===== config.mk =====
export PLATFORM = sky130hd
export DESIGN_NAME = friscv_rv32i_fetch
export DESIGN_NICKNAME = d
export VERILOG_FILES = /design/src/rtl/friscv_rv32i_fetch.sv
export SDC_FILE = /design/constraint.sdc
export NUM_CORES = 1
export LEC_CHECK = 0
export BUFFER_PORTS_ARGS = -buffer_cell sky130_fd_sc_hd__buf_2
export CORE_ASPECT_RATIO = 1.2
export CORE_MARGIN = 3
export CORE_UTILIZATION = 30
export CTS_BUF_LIST = sky130_fd_sc_hd__clkbuf_4
export CTS_CLUSTER_DIAMETER = 80
export DETAILED_ROUTE_END_ITERATION = 10
export PLACE_DENSITY = 0.49
export RECOVER_POWER = 100
export SLEW_MARGIN = 20
export SYNTH_ARGS = -nofsm -noshare
export SYNTH_HDL_FRONTEND = slang
export SYNTH_SLANG_ARGS = --single-unit
export TNS_END_PERCENT = 5

===== constraint.sdc =====
create_clock -name aclk -period 5.42 [get_ports aclk]
set_clock_uncertainty 0.05 [all_clocks]
set_input_delay 0.271 -clock aclk [delete_from_list [all_inputs] [get_ports aclk]]
set_output_delay 0.271 -clock aclk [all_outputs]
set_load 0.02 [all_outputs]

===== src/rtl/friscv_rv32i_fetch.sv =====
// RV32I instruction fetch stage: credit-limited prefetch into a small FIFO,
// in-order memory responses, and redirect handling that discards stale in-flight reads.
module friscv_rv32i_fetch #(
  parameter int          ADDRW     = 16,
  parameter int unsigned BOOT_ADDR = 0,
  parameter int          XLEN      = 32,
  parameter int          DEPTH     = 4
) (
  input  logic             aclk,
  input  logic             srst,
  input  logic             inst_en,
  input  logic [ADDRW-1:0] inst_addr,
  output logic [XLEN-1:0]  inst_rdata,
  output logic             inst_ready,
  output logic             mem_en,
  output logic [ADDRW-1:0] mem_addr,
  input  logic             mem_ready,
  input  logic             mem_rvalid,
  input  logic [XLEN-1:0]  mem_rdata
);

  localparam int PW = $clog2(DEPTH);
  localparam int CW = PW + 1;
  localparam logic [ADDRW-1:0] BOOT    = ADDRW'(BOOT_ADDR);
  localparam logic [ADDRW-1:0] STEP    = ADDRW'(4);
  localparam logic [CW:0]      DEPTH_W = (CW+1)'(DEPTH);

  typedef enum logic {
    RUN,
    FLUSH
  } state_t;

  state_t           r_state;
  logic [ADDRW-1:0] r_fetch_pc;
  logic [ADDRW-1:0] r_head_pc;
  logic [CW-1:0]    r_outstanding;
  logic [CW-1:0]    r_discard;
  logic [CW-1:0]    r_count;
  logic [PW-1:0]    r_wptr;
  logic [PW-1:0]    r_rptr;
  logic [XLEN-1:0]  r_fifo [DEPTH];

  logic          w_run;
  logic          w_redirect;
  logic          w_credit;
  logic          w_xfer;
  logic          w_pop;
  logic          w_push;
  logic          w_drop;
  logic [CW-1:0] w_discard_nxt;
  logic [CW-1:0] w_redir_discard;

  assign w_run      = (r_state == RUN);
  assign w_redirect = !srst && w_run && inst_en && (inst_addr != r_head_pc);
  // Words in the FIFO plus reads in flight never exceed DEPTH, so a push always has room.
  assign w_credit   = ({1'b0, r_count} + {1'b0, r_outstanding}) < DEPTH_W;

  assign mem_en     = !srst && w_run && w_credit && !w_redirect;
  assign mem_addr   = r_fetch_pc;
  assign inst_ready = !srst && w_run && (r_count != '0) && inst_en && (inst_addr == r_head_pc);
  assign inst_rdata = r_fifo[r_rptr];

  assign w_xfer          = mem_en && mem_ready;
  assign w_pop           = inst_ready;
  assign w_drop          = mem_rvalid && (r_discard != '0);
  assign w_push          = !srst && mem_rvalid && (r_discard == '0) && !w_redirect;
  assign w_discard_nxt   = r_discard - CW'(w_drop);
  assign w_redir_discard = r_outstanding - CW'(mem_rvalid);

  always_ff @(posedge aclk) begin
    if (w_push) begin
      r_fifo[r_wptr] <= mem_rdata;
    end
  end

  always_ff @(posedge aclk) begin
    if (srst) begin
      r_state       <= RUN;
      r_fetch_pc    <= BOOT;
      r_head_pc     <= BOOT;
      r_outstanding <= '0;
      r_discard     <= '0;
      r_count       <= '0;
      r_wptr        <= '0;
      r_rptr        <= '0;
    end else begin
      r_outstanding <= r_outstanding + CW'(w_xfer) - CW'(mem_rvalid);
      r_discard     <= w_discard_nxt;
      r_count       <= r_count + CW'(w_push) - CW'(w_pop);
      if (w_xfer) begin
        r_fetch_pc <= r_fetch_pc + STEP;
      end
      if (w_pop) begin
        r_head_pc <= r_head_pc + STEP;
        r_rptr    <= r_rptr + PW'(1);
      end
      if (w_push) begin
        r_wptr <= r_wptr + PW'(1);
      end

      // Redirect overrides the normal updates; a response landing this cycle is already stale.
      if (w_redirect) begin
        r_fetch_pc <= inst_addr;
        r_head_pc  <= inst_addr;
        r_count    <= '0;
        r_wptr     <= '0;
        r_rptr     <= '0;
        r_discard  <= w_redir_discard;
        r_state    <= (w_redir_discard != '0) ? FLUSH : RUN;
      end else if (r_state == FLUSH) begin
        if (inst_en) begin
          r_fetch_pc <= inst_addr;
          r_head_pc  <= inst_addr;
        end
        if (w_discard_nxt == '0) begin
          r_state <= RUN;
        end
      end
    end
  end

endmodule


Word level (Yosys, flattened, before mapping)
Memories as Yosys holds them, arrays and structs flattened. A register that Yosys moved wholly into a read port is not among the register bits.
Cells that the tools add are included.
- shifts and indexed selects: 0
- $add $sub $neg: 11
- $mul: 0
- bitwise gates (word level): 1
- divide/modulo/power cells: 0
- reductions and logical operators: 21
- multiplexer cells: 17
- order comparisons: 1
- eq/ne operators: 2
- operators by type and width (cell ; count):
    16-bit 2-to-1 mux ; 8
    16-bit by 3-bit adder with 16-bit output (second input constant) ; 2
    16-bit == test ; 1
    16-bit inequality test ; 1
    1-bit logical AND ; 13
    3-bit by 1-bit subtractor with 3-bit output ; 4
    3-bit nonzero test ; 3
    3-bit by 1-bit adder with 3-bit output ; 2
    3-bit zero test ; 2
    1-bit 2-to-1 mux ; 6
    2-bit by 1-bit adder with 2-bit output (second input constant) ; 2
    3-bit by 3-bit adder with 4-bit output ; 1
    4-bit by 3-bit less-than comparator with 1-bit output (second input constant) ; 1
    2-bit 2-to-1 mux ; 2
    3-bit 2-to-1 mux ; 1
    1-bit zero test ; 2
    2-bit OR reduction ; 1
    1-bit NOT ; 1
- input port bits: 53
- word-level logic and storage cells: 62
- register bits: 46
- output and inout bits: 50
- memory bits (writable): 128
- latch bits: 0
- ROM bits: 0
- memories: 1
- memories (memory ; words ; width ; read ports ; clocked after Yosys merged registers in ; wr ports ; RTL line ; RTL):
    r_fifo ; 4 ; 32 ; 1 ; 1 ; 1 ; 41 ; logic [XLEN-1:0] r_fifo [DEPTH];

Longest topological paths before layout
Gate-level depths: netlist of run 1.
- depth in word-level cells: 11
- mapped depth: 16
- mapped depth without buffers: 14

Worst setup path after synthesis of run 1
OpenSTA, ideal clock, no wires.
- kind: reg2reg
- start: register with a tool-made name
- end: register r_count[2]
- arrival: 2.868 ns
- slack: 2.377 ns
- buffers on the path: 2
- cell stages (with the launch flop): 15
- clock period less this slack: 3.043 ns
- library setup time: 0.124 ns
- required time: 5.246 ns
- path through: dfxtp_1 xor2_1 nor4_2 nand4_1 buf_6 buf_2 nor2_1 ha_1 inv_1 ha_1 inv_1 fa_1 xor2_1 xnor2_1 nor2_1
- RTL lines (item ; RTL line ; RTL):
    end signal: assignment ; 89 ; r_count <= r_count + CW'(w_push) - CW'(w_pop);
    end: declaration ; 38 ; logic [CW-1:0] r_count;

Worst setup path in the final report of run 1
- start: register r_head_pc[6]
- end: register r_count[2]
- word-level cells in the longest chain between the ends: 6
- elaborated cells between the ends (all ways): 9
- those cells by class: add/sub: 2; eq/ne: 2; reduce/logical: 5
- ends and longest elaborated chain (item ; RTL line ; RTL):
    start: declaration ; 35 ; logic [ADDRW-1:0] r_head_pc;
    start signal: assignment ; 94 ; r_head_pc <= r_head_pc + STEP;
    start signal: assignment ; 104 ; r_head_pc <= inst_addr;
    start signal: assignment ; 113 ; r_head_pc <= inst_addr;
    16-bit inequality test ; 54 ; assign w_redirect = !srst && w_run && inst_en && (inst_addr != r_head_pc);
    1-bit logical AND ; 54 ;
    1-bit zero test ; 66 ; assign w_push = !srst && mem_rvalid && (r_discard == '0) && !w_redirect;
    1-bit logical AND ; 66 ;
    3-bit by 1-bit adder with 3-bit output ; 89 ;
    3-bit by 1-bit subtractor with 3-bit output ; 89 ;
Several ways; a longest one is shown, not always the timed one.
A chain may end at the register's enable or synchronous reset.

==> results of run 1 <==
-- placed cells by master, fill, tap and decap left out, types with 6 or more instances in the layout --
cell type | synthesis | final
inv_1 | 16 | 16
a21oi_1 | 25 | 25
nor2_1 | 23 | 23
xor2_1 | 24 | 24
nand4_1 | 7 | 7
nor4_1 | 12 | 13
edfxtp_1 | 128 | 128
xnor2_1 | 24 | 24
nand3_1 | 12 | 12
o21bai_1 | 12 | 12
clkbuf_4 | 0 | 17
nand2_1 | 13 | 13
nor3_1 | 8 | 8
buf_2 | 3 | 21
dfxtp_1 | 46 | 44
ha_1 | 16 | 16
dlygate4sd3_1 | 0 | 48
clkbuf_1 | 13 | 83
o21ai_0 | 5 | 6
mux4_2 | 32 | 32
-- worst max-delay path by stage --
| stage | end | slack [ns] | cells after the start |
|---|---|---|---|
| floorplan | r_count[2]$_SDFF_PP0_ | 2.38 | 14 |
| global placement | r_count[2]$_SDFF_PP0_ | 1.95 | 16 |
| detailed placement | r_count[2]$_SDFF_PP0_ | 1.78 | 16 |
| CTS | r_count[2]$_SDFF_PP0_ | 1.79 | 15 |
| global route | r_count[2]$_SDFF_PP0_ | 1.09 | 15 |
| finish | r_count[2]$_SDFF_PP0_ | 1.51 | 15 |
-- cell families (layout without fill, tap and decap cells) --
group / count (synthesis) / in the layout / share of synthesized area
simple gates: 96 / 96 / 0.0686
compound gates: 55 / 55 / 0.0492
xor+xnor: 48 / 48 / 0.0580
flops: 174 / 174 / 0.658
other cells: 0 / 1 / 0
mux: 39 / 39 / 0.110
fa+ha+maj: 18 / 18 / 0.0332
buf+inv: 40 / 202 / 0.0235
-- Yosys cell counts (2+ instances only) --
| cell type | number | area share |
|---|---|---|
| edfxtp_1 | 128 | 0.53 |
| dfxtp_1 | 46 | 0.13 |
| mux4_2 | 32 | 0.099 |
| a21oi_1 | 25 | 0.017 |
| xnor2_1 | 24 | 0.029 |
| xor2_1 | 24 | 0.029 |
| nor2_1 | 23 | 0.012 |
| ha_1 | 16 | 0.028 |
| inv_1 | 16 | 0.0083 |
| clkbuf_1 | 13 | 0.0067 |
| nand2_1 | 13 | 0.0067 |
| nand3_1 | 12 | 0.0083 |
| nor4_1 | 12 | 0.010 |
| o21bai_1 | 12 | 0.012 |
| nor3_1 | 8 | 0.0055 |
| nand4_1 | 7 | 0.0060 |
| and2_1 | 5 | 0.0043 |
| o21ai_0 | 5 | 0.0035 |
| and3_1 | 4 | 0.0035 |
| buf_1 | 4 | 0.0021 |
| mux2i_1 | 4 | 0.0055 |
| nor2b_1 | 4 | 0.0035 |
| a211oi_1 | 3 | 0.0031 |
| buf_2 | 3 | 0.0021 |
| mux2_2 | 3 | 0.0047 |
| or3_1 | 3 | 0.0026 |
| a31oi_1 | 2 | 0.0017 |
| buf_4 | 2 | 0.0021 |
| fa_1 | 2 | 0.0055 |
| nor3b_1 | 2 | 0.0021 |
-- registers in the layout (all words and copies together) (netlist names), named ones only --
signal / flops
mem_addr: 15
r_count: 3
r_discard: 3
r_fifo: 128
r_head_pc: 14
r_outstanding: 3
r_rptr: 2
r_state: 1
r_wptr: 2
-- per-stage QoR --
| stage | utilization | hold slack [ns] | area [um2] |
|---|---|---|---|
| detailed placement | 0.345 | 0.438 | 8080 |
| CTS | 0.377 | 0.0686 | 8830 |
| finish | 0.372 | 0.126 | 8710 |
| global placement | 0.345 | 0.432 | 8080 |
| floorplan | - | 0.320 | 7240 |
| global route | 0.372 | 0.0937 | 8710 |
-- where the power goes --
| group | switching (W) | leakage, nW | internal [W] |
|---|---|---|---|
| Combinational | 0.000250 | 1.13 | 0.000183 |
| Clock | 0.000505 | 0.146 | 0.000205 |
| Sequential | 0.0000615 | 1.54 | 0.00152 |
| Total | 0.000816 | 2.81 | 0.00191 |
-- metal layers --
metal	track usage	up-vias	share of wire
met2	0.221	113	0.51
met1	0.144	2201	0.43
met3	0.0298	22	0.044
met5	0	-	0
li1	-	2084	-
met4	0.0404	0	0.019
-- critical path, cell delays in order, from the launching register on --
cell and delay, ns:
dfxtp_1 0.39, xor2_1 0.15, nor4_1 0.38, nand4_1 0.13, clkbuf_1 0.39, and3_1 0.47
nor3b_1 0.49, inv_1 0.09, ha_1 0.30, inv_1 0.06, ha_1 0.13, inv_1 0.05
fa_1 0.36, xor2_1 0.17, xnor2_1 0.13, nor2_1 0.05
-- area by class of cell --
| class | count | share of cell area |
|---|---|---|
| Multi-Input combinational cell | 256 | 0.264 |
| Sequential cell | 174 | 0.547 |
| Antenna cell | 1 | 0.000287 |
| Timing Repair Buffer | 154 | 0.105 |
| Inverter | 16 | 0.00690 |
| Tap cell | 315 | 0.0453 |
| Clock inverter | 15 | 0.0164 |
| Clock buffer | 17 | 0.0147 |
-- what timing repair did --
item	CTS	global route
hold buffers	48	0
endpoints found under the hold margin	156	0
resized for setup	0	0
==> results.md, run 1 <==
* Status: finished, violations left
* Failing checks: capacitance limit, slew limit
* Synthesized flop and latch total at 174
* Mapped Area at 7240 um2
* Core area at 23400 um2
* Filler Cell Count at 2334
* Pre-Repair DR Iteration Count at 6
* Largest net degree at the start of global routing at 34
* Hold Path Class: input port to register
* IO buf count at 102
* Drt first-iter violations at 137
* Number of CTS-inserted buffers at 17
* Max Freq at 0.255 GHz
* Slew Viols, Final at 34
* Worst Setup Start Kind: register
* GRT Residual Overflow at 0
* CP required at 5.82 ns
* Number of synthesized flops with an enable pin at 128
* Register area at 4770 um2
* Netlist cell types at 43
* Worst skew pair latency at 0.55 ns
* Cells after Synth at 470
* CTS H-tree depth at 4
* Total number of vias at 4420
* Mapped Nets at 541
* Power per Cell Area at 313 nW/um2
* PnR worst setup slack at 1.51 ns
* RSZ-0062 raised after global routing: no
* Die height at 176 um
* Share of layout cells above drive strength 1 at 0.155
* Crit Path Max Fanout at 20
* R2r worst-path depth at 15
* CP arrival at 4.31 ns
* I/O pin count at 103
* Min-Delay Endpoint: r_head_pc[0]$_SDFFE_PP0P_
* Post-layout nets at 690
* First-pass GRT wire length at 24900 um
* Via density at 4.66
* Critical Path Sink Type: register
* Worst slew pin tran at 1.51 ns
* R2R Setup Slk at 1.51 ns
* Area of the multi-input gates at 2300 um2
* Initial antenna violation count at 1
* CP Launch Point: r_head_pc[6]$_SDFF_PP0_
* GRT Total Usage at 0.123
* Placement row count at 61
* Die Wd at 148 um
* Initial Util at 0.309
* Critical R2R Capture: r_count[2]$_SDFF_PP0_
* Root Buffer: clkbuf_4
* Number of global-route vias before repair at 4730
* Setup CP Type: register to register
* CTS tree: yes
* Synth Flop Type: edfxtp_1
* Hold depth at 2
* Non-filler instance count after layout at 948
* Clock transition at the registers of the reported paths at 0.16 ns
* ANT nets after route at 0
* Synth Warn # at 0
* MaxCap Viol Count at 1
* VDD IR-drop max at 0.123 mV
* Leak at 2.81 nW
* Max-slew headroom at -0.00761
* Reg-to-Reg Start: r_head_pc[6]$_SDFF_PP0_
* Routed length per placed instance at 16.5 um
* Final setup fails at 0
* Drt drc at 0
* Max clock buf depth at 2
* Final wirelength at 15600 um
* HPWL Detailed at 9970 um
* Pre-CTS worst setup slack at 1.78 ns
* Full die area at 26100 um2
* Async S/R FF share, synth at 0
* Fin. Hold Viols at 0
* Hold path startpoint: srst
* Clock sinks at 174
* Postcts setup bufs at 0
* Total power at 0.00273 W
* Setup_tns at 0 ns
* Post-route clock period utilization at 0.722
* Area growth syn-to-layout at 20.2%
* Mean Syn Cell Area at 15.4 um2
* GP Congestion at 0.779
* DP Cell Count at 867
* Fin crit period at 3.91 ns
* Sequential fraction of the synthesis area at 0.658
Note: power is estimated with default switching activity, not from simulation.
==> run 2, diff against run 1 <==
--- a/config.mk
+++ b/config.mk
@@ -5,6 +5,7 @@
 export SDC_FILE = /design/constraint.sdc
 export NUM_CORES = 1
 export LEC_CHECK = 0
+export ABC_AREA = 1
 export BUFFER_PORTS_ARGS = -buffer_cell sky130_fd_sc_hd__buf_2
 export CORE_ASPECT_RATIO = 1.2
 export CORE_MARGIN = 3
@@ -12,7 +13,7 @@
 export CTS_BUF_LIST = sky130_fd_sc_hd__clkbuf_4
 export CTS_CLUSTER_DIAMETER = 80
 export DETAILED_ROUTE_END_ITERATION = 10
-export PLACE_DENSITY = 0.49
+export PLACE_DENSITY = 0.51
 export RECOVER_POWER = 100
 export SLEW_MARGIN = 20
 export SYNTH_ARGS = -nofsm -noshare
==> constraint.sdc (replaced) <==
create_clock -name aclk -period 3.3 [get_ports aclk]
set_clock_uncertainty 0.05 [all_clocks]
set_input_delay 0.165 -clock aclk [delete_from_list [all_inputs] [get_ports aclk]]
set_output_delay 0.165 -clock aclk [all_outputs]
set_load 0.02 [all_outputs]
==> results.md, run 2 <==
* Status: complete, no violations
* Crit Path Max Fanout at 29 (+45%)
* Root Buffer: clkbuf_4
* Core area at 25100 um2 (+7.3%)
* Filler Cell Count at 2574 (+10%)
* Switch share at 0.315 (+0.0162)
* Netlist cell types at 45 (+4.7%)
* Synthesized flop and latch total at 174 (unchanged)
* Max clock buf depth at 2 (unchanged)
* Post-route clock period utilization at 0.890 (+0.168)
* Post-layout nets at 1013 (+47%)
* GR Layer Usage met3 at 0.0285 (-0.00132)
* VDD IR-drop max at 0.178 mV (+45%)
* Commonest non-fill, non-tap cell in the layout: edfxtp_1
* Final wirelength at 18500 um (+18%)
* Placement row count at 63 (+3.3%)
* Via density at 4.61 (-1.0%)
* Pre-Repair DR Iteration Count at 5 (-1)
* Hold depth at 4 (+2)
* Most common cell in the netlist: edfxtp_1
* First-pass GRT wire length at 30100 um (+21%)
* Drt drc at 0 (unchanged)
* Setup_tns at 0 ns (unchanged)
* Area growth syn-to-layout at 20.4%
* RSZ-0062 raised after global routing: no
* Biggest register: r_fifo
* Number of global-route vias before repair at 5745 (+21%)
* CP arrival at 3.40 ns (-0.91 ns)
* Max Freq at 0.340 GHz (+33%)
* Post-synth top area cell: edfxtp_1
* R2r worst-path depth at 14 (-1)
* Busiest grt layer: met2
* Power per Cell Area at 482 nW/um2 (+54%)
* Comb pwr share at 0.164 (+0.006)
* Internal Pwr Total at 0.00309 W (+62%)
* Critical Path Sink Type: register
* Worst slew pin tran at 1.01 ns (-0.497 ns)
* Seq pwr share at 0.568 (-0.013)
* Async S/R FF share, synth at 0 (unchanged)
* Most frequent cells in the layout: 128 x edfxtp_1, 120 x nand2_1, 115 x nor2_1, 86 x o21ai_0, 81 x clkbuf_1
* Mean Syn Cell Area at 9.95 um2 (-35%)
* Synth Flop Type: edfxtp_1
* Crit-path slowest cell: dlygate4sd3_1
* Placed standard-cell area at 8710 um2 (+7.9%)
* Setup CP Type: register to register
* I/O pin count at 103 (unchanged)
* Initial Util at 0.309 (+0.000373)
* Crit path largest cell delay at 0.55 ns (+0.06 ns)
* Die height at 182 um (+3.5%)
* GP Congestion at 0.814 (+4.5%)
* Worst skew pair latency at 0.55 ns (about the same)
* Clock transition at the registers of the reported paths at 0.18 ns (+0.02 ns)
* CTS tree: yes
* ANT nets after route at 0 (unchanged)
* Initial antenna violation count at 2 (+1)
* Number of CTS-inserted buffers at 17 (unchanged)
* CP required at 3.76 ns (-2.06 ns)
* CTS H-tree depth at 4 (unchanged)
* Hold Path Class: input port to register
* Fin. Hold Viols at 0 (unchanged)
* M2 GR Usage at 0.231 (+0.0106)
* Clock sinks at 174 (unchanged)
* Share of layout cells above drive strength 1 at 0.106 (-0.0493)
* Total number of vias at 5916 (+34%)
* Synth top area share at 0.494 (-0.0368)
* Sequential fraction of the synthesis area at 0.612 (-0.0456)
* Drt first-iter violations at 366 (+170%)
* Postcts setup bufs at 0 (unchanged)
* Fin crit period at 2.94 ns (-0.977 ns)
* Post-layout util at 0.373 (+0.000934)
* Synth Warn # at 0 (unchanged)
* Design Area, Final at 9370 um2 (+7.6%)
* Most instantiated cells after synthesis: 128 x edfxtp_1, 120 x nand2_1, 116 x nor2_1, 85 x o21ai_0, 71 x inv_1
* Cell family with most CP delay: buffers and inverters
* HPWL Detailed at 12100 um (+22%)
* Final setup fails at 0 (unchanged)
* Worst Path Buf+Inv at 4 (unchanged)
* Worst Setup Start Kind: register
* Leak at 3.53 nW (+26%)
* IO buf count at 102 (unchanged)
* GRT Total Usage at 0.134 (+0.0116)
* Largest net degree at the start of global routing at 65 (+91%)
* Routed length per placed instance at 14.5 um (-12%)
* Die Wd at 153 um (+3.5%)
* MaxCap Viol Count at 0 (-1)
* Clk pwr share at 0.269 (+0.009)
* GRT Residual Overflow at 0 (unchanged)
* Slew Viols, Final at 0 (-100%)
* Critical path depth in cells at 14 (-1)
* Cells after Synth at 782 (+66%)
* Met1 global-route usage at 0.175 (+0.0305)
* Mapped Nets at 853 (+58%)
* Full die area at 27900 um2 (+7.2%)
* Largest register FFs at 128 (unchanged)
* Crit-path cells: inv_2 -> nand2_1 -> nand2_1 -> nor2_1 -> nand2_1 -> nor2_4 -> nand2_4 -> nand2_4 -> buf_4 -> nand2_4 -> inv_2 -> o21ai_0 -> a21oi_1 -> dlygate4sd3_1
* Max-slew headroom at 0.324 (+0.331)
* Psw at 0.00142 W (+75%)
* Number of synthesized flops with an enable pin at 128 (unchanged)
* Post-cts sizing count at 0 (unchanged)
* Area contributors post-synth: edfxtp_1 49%, dfxtp_1 12%, nand2_1 5.8%
* Mapped Area at 7780 um2 (+7.4%)
## run 2: cell types whose count changed after synthesis, sizes merged, moves of 6 or more
cell    before  now
nand3       12   19
o22ai        0   32
inv         16   82
xnor2       24    3
nor2        23  124
o21bai      12    1
nand4        7   13
mux4        32    0
nand2       13  126
o21ai        6   88
xor2        24    8
nor4        13    2
## run 2: worst paths after layout
| check | from | endpoint | slack, ns |
|---|---|---|---|
| worst max register to register | register | mem_addr[9]$_SDFF_PP0_ | 0.36 |
| worst min-delay path | mem_ready | mem_addr[6]$_SDFF_PP0_ | 0.06 |
| worst min register to register | r_head_pc[14]$_SDFF_PP0_ | r_head_pc[14]$_SDFF_PP0_ | 0.46 |
| worst max-delay path | register | mem_addr[9]$_SDFF_PP0_ | 0.36 |
## run 2: power by group through the flow
stage                     clock network (W)  registers (W)  logic, W
after floorplan                           0        0.00262  0.000474
after global placement                    0        0.00261  0.000724
after detailed placement                  0        0.00261  0.000729
after CTS                           0.00128        0.00256  0.000787
after global routing                0.00137        0.00258  0.000852
final                               0.00121        0.00256  0.000739
## run 2: area by class of cell
class | instances | area, um2 | share of cell area
Timing Repair Buffer | 172 | 1060 | 0.113
Clock buffer | 17 | 128 | 0.0136
Tap cell | 325 | 407 | 0.0434
Multi-Input combinational cell | 493 | 2520 | 0.269
Clock inverter | 15 | 166 | 0.0178
Inverter | 84 | 315 | 0.0336
Antenna cell | 2 | 5.00 | 0.000534
Sequential cell | 174 | 4760 | 0.508
## run 2: logic make-up (layout without fill, tap and decap cells)
logic type                 after synthesis  after routing  share of synthesized area
DFF                                    174            174                      0.612
buffers and inverters                  115            288                     0.0609
and+or+nand+nor                        301            301                      0.168
xor gates and xnor gates                11             11                     0.0124
AOI/OAI and AO/OA                      163            163                      0.116
other                                    0              2                          0
adders and majority gates               18             18                     0.0309
## run 2: metal layers
layer / share of wire / wire length, um
met1: 0.45 / 8430
met2: 0.49 / 9130
met3: 0.046 / 851
met4: 0.0064 / 119
met5: 0 / 0
## run 2: repair_timing
action,CTS,global route
endpoints found under the hold margin,163,0
endpoints found under the setup margin,0,0
hold buffers,53,0
## run 2: worst reg2reg max path, stage by stage, from the launching register on
cell and delay (ns):
dfxtp_1 0.48, inv_2 0.06, nand2_1 0.06, nand2_1 0.05
nor2_1 0.12, nand2_1 0.10, nor2_4 0.13, nand2_4 0.07
nand2_4 0.06, buf_4 0.19, nand2_4 0.18, inv_2 0.45
o21ai_0 0.22, a21oi_1 0.14, dlygate4sd3_1 0.55
## run 2: metrics by stage
step	std cells	worst slack, ns	hold slack [ns]	total power, W
6_report	1282	0.362	0.0554	0.00452
5_1_grt	1282	0.0440	0.0474	0.00481
4_1_cts	1280	0.244	0.0173	0.00463
3_5_place_dp	1195	0.376	0.333	0.00334
3_3_place_gp	1195	0.412	0.332	0.00334
2_1_floorplan	782	0.0506	0.214	0.00310
==> run 3, diff against run 2 <==
--- a/config.mk
+++ b/config.mk
@@ -7,7 +7,7 @@
 export LEC_CHECK = 0
 export ABC_AREA = 1
 export BUFFER_PORTS_ARGS = -buffer_cell sky130_fd_sc_hd__buf_2
-export CORE_ASPECT_RATIO = 1.2
+export CORE_ASPECT_RATIO = 1.4
 export CORE_MARGIN = 3
 export CORE_UTILIZATION = 30
 export CTS_BUF_LIST = sky130_fd_sc_hd__clkbuf_4
==> results.md, run 3 (synthesized netlist as in run 2, its figures left out) <==
* Crit Path Max Fanout at 8 (-72%)
* GRT Residual Overflow at 0 (unchanged)
* Critical Path Sink Type: register
* GRT Total Usage at 0.135 (+0.00105)
* Largest net degree at the start of global routing at 65 (unchanged)
* Drt drc at 0 (unchanged)
* CTS tree: yes
* Crit-path slowest cell: dfxtp_1
* Die height at 197 um (+7.7%)
* Worst hold slack at 0.340 ns (+0.284 ns)
* Slew Viols, Final at 0 (unchanged)
* Root Buffer: clkbuf_4
* Crit path largest cell delay at 0.42 ns (-0.13 ns)
* Area growth syn-to-layout at 19.9%
* Final setup fails at 0 (unchanged)
* Commonest non-fill, non-tap cell in the layout: edfxtp_1
* Full die area at 27900 um2 (about the same)
* Pre-CTS worst setup slack at 0.348 ns (-0.0279 ns)
* Routed length per placed instance at 14.7 um (+1.7%)
* IO buf count at 102 (unchanged)
* Initial antenna violation count at 2 (unchanged)
* VDD IR-drop max at 0.189 mV (+6.3%)
* Max Freq at 0.336 GHz (-1.4%)
* Most Frequent Cell on Critical Path: nand2_1
* Placement row count at 69 (+9.5%)
* Most frequent cells in the layout: 128 x edfxtp_1, 120 x nand2_1, 113 x nor2_1, 86 x o21ai_0, 72 x inv_1
* HPWL Detailed at 12200 um (+0.63%)
* Power per Cell Area at 477 nW/um2 (-1.1%)
* Cell family with most CP delay: simple AND/OR/NAND/NOR gates
* Post-layout util at 0.366 (-0.00639)
* Core area at 25500 um2 (+1.3%)
* Hold Path Class: input port to register
* Setup CP Type: register to register
* Post-layout nets at 1010 (-0.30%)
* CP arrival at 3.43 ns (+0.03 ns)
* PnR worst setup slack at 0.320 ns (-0.0421 ns)
* Post-route clock period utilization at 0.903 (+0.0128)
* Drt first-iter violations at 280 (-23%)
* Worst Setup Start Kind: register
* Final wirelength at 18700 um (+1.0%)
* Postcts setup bufs at 0 (unchanged)
* Leak at 3.54 nW (about the same)
* GP Congestion at 0.855 (+5.1%)
* CP required at 3.75 ns (about the same)
* Crit-path cells: inv_2 -> nand2_1 -> nand2_1 -> nor2_1 -> nand2_1 -> nor2_4 -> nand2_4 -> nand2_4 -> nand2_2 -> nor2_2 -> inv_2 -> ha_1 -> inv_1 -> ha_1 -> inv_1 -> fa_1 -> or2_2 -> a21oi_1
* Post-cts sizing count at 0 (unchanged)
* CTS H-tree depth at 4 (unchanged)
* Via density at 4.67 (+1.1%)
* Max-slew headroom at 0.311 (-0.0131)
* First-pass GRT wire length at 29600 um (-1.5%)
* Fin crit period at 2.98 ns (+0.0421 ns)
* Worst Path Buf+Inv at 4 (unchanged)
* Fin. Hold Viols at 0 (unchanged)
* Clock transition at the registers of the reported paths at 0.18 ns (about the same)
* Biggest register: r_fifo
* Status: complete, no violations
* Number of global-route vias before repair at 5757 (+0.21%)
* Design Area, Final at 9330 um2 (-0.45%)
* Number of CTS-inserted buffers at 17 (unchanged)
* MaxCap Viol Count at 0 (unchanged)
* Initial Util at 0.306 (-0.00392)
* Die Wd at 142 um (-7.1%)
* Worst skew pair latency at 0.58 ns (+0.03 ns)
* Placed standard-cell area at 8730 um2 (+0.17%)
* I/O pin count at 103 (unchanged)
* Worst slew pin tran at 1.03 ns (+0.0197 ns)
* Share of layout cells above drive strength 1 at 0.120 (+0.0140)
* Total number of vias at 5941 (+0.42%)
* ANT nets after route at 0 (unchanged)
* RSZ-0062 raised after global routing: no
* Clock sinks at 174 (unchanged)
* Setup_tns at 0 ns (unchanged)
* Pre-Repair DR Iteration Count at 4 (-1)
* Largest register FFs at 128 (unchanged)
* Max clock buf depth at 2 (unchanged)
[run 3: cell count changes in the layout (fill, tap and decap cells not counted), sizes merged]
cell,delta
dlygate4sd3,-1
clkinvlp,+2
clkbuf,+1
clkinv,-2
buf,-3
[run 3: worst register-to-register path, cell delays in order (launching register included)]
cell and delay (ns):
dfxtp_1 0.42, inv_2 0.06, nand2_1 0.05, nand2_1 0.05
nor2_1 0.11, nand2_1 0.13, nor2_4 0.17, nand2_4 0.07
nand2_4 0.06, nand2_2 0.11, nor2_2 0.16, inv_2 0.12
ha_1 0.30, inv_1 0.05, ha_1 0.13, inv_1 0.05
fa_1 0.37, or2_2 0.30, a21oi_1 0.13
[run 3: area by class of cell]
| class | count | area [um2] |
|---|---|---|
| diodes | 2 | 5.00 |
| clock buffers | 17 | 128 |
| clock inverters | 15 | 128 |
| fillers | 2635 | 16100 |
| inverters | 84 | 315 |
| multi-input cells | 493 | 2550 |
| flip-flops and latches | 174 | 4770 |
| well taps | 319 | 399 |
| repair buffers | 169 | 1040 |
[run 3: timing repair]
item                                    CTS  global route
hold buffers                             52             0
hold endpoints to repair                166             0
endpoints found under the setup margin    0             0
[run 3: power by group]
part	internal, W	total (W)	switching [W]
combinational	0.000273	0.000744	0.000471
sequential	0.00247	0.00257	0.0000992
clock	0.000321	0.00113	0.000813
total	0.00306	0.00444	0.00138
[run 3: final timing paths]
kind	end	cells after the start	slack [ns]	start
hold reg to reg	r_rptr[0]$_SDFFE_PP0N_	1	0.46	r_rptr[0]$_SDFFE_PP0N_
hold / removal	r_fifo[3][24]$_DFFE_PP_	2	0.34	mem_rdata[24]
setup / recovery	r_count[2]$_SDFF_PP0_	18	0.32	r_head_pc[10]$_SDFF_PP0_
setup reg to reg	r_count[2]$_SDFF_PP0_	18	0.32	r_head_pc[10]$_SDFF_PP0_
[run 3: layer usage]
| layer | track usage | up-vias | share of wire |
|---|---|---|---|
| met5 | 0 | - | 0.00037 |
| met4 | 0.0469 | 2 | 0.021 |
| met3 | 0.0308 | 27 | 0.039 |
| met2 | 0.243 | 121 | 0.51 |
| met1 | 0.158 | 2794 | 0.43 |
| li1 | - | 2997 | - |
[run 3: through the flow]
step | power (W) | instances
after floorplan | 0.00310 | 782
after global placement | 0.00335 | 1187
after detailed placement | 0.00335 | 1187
after CTS | 0.00455 | 1271
after global routing | 0.00471 | 1273
final | 0.00444 | 1273
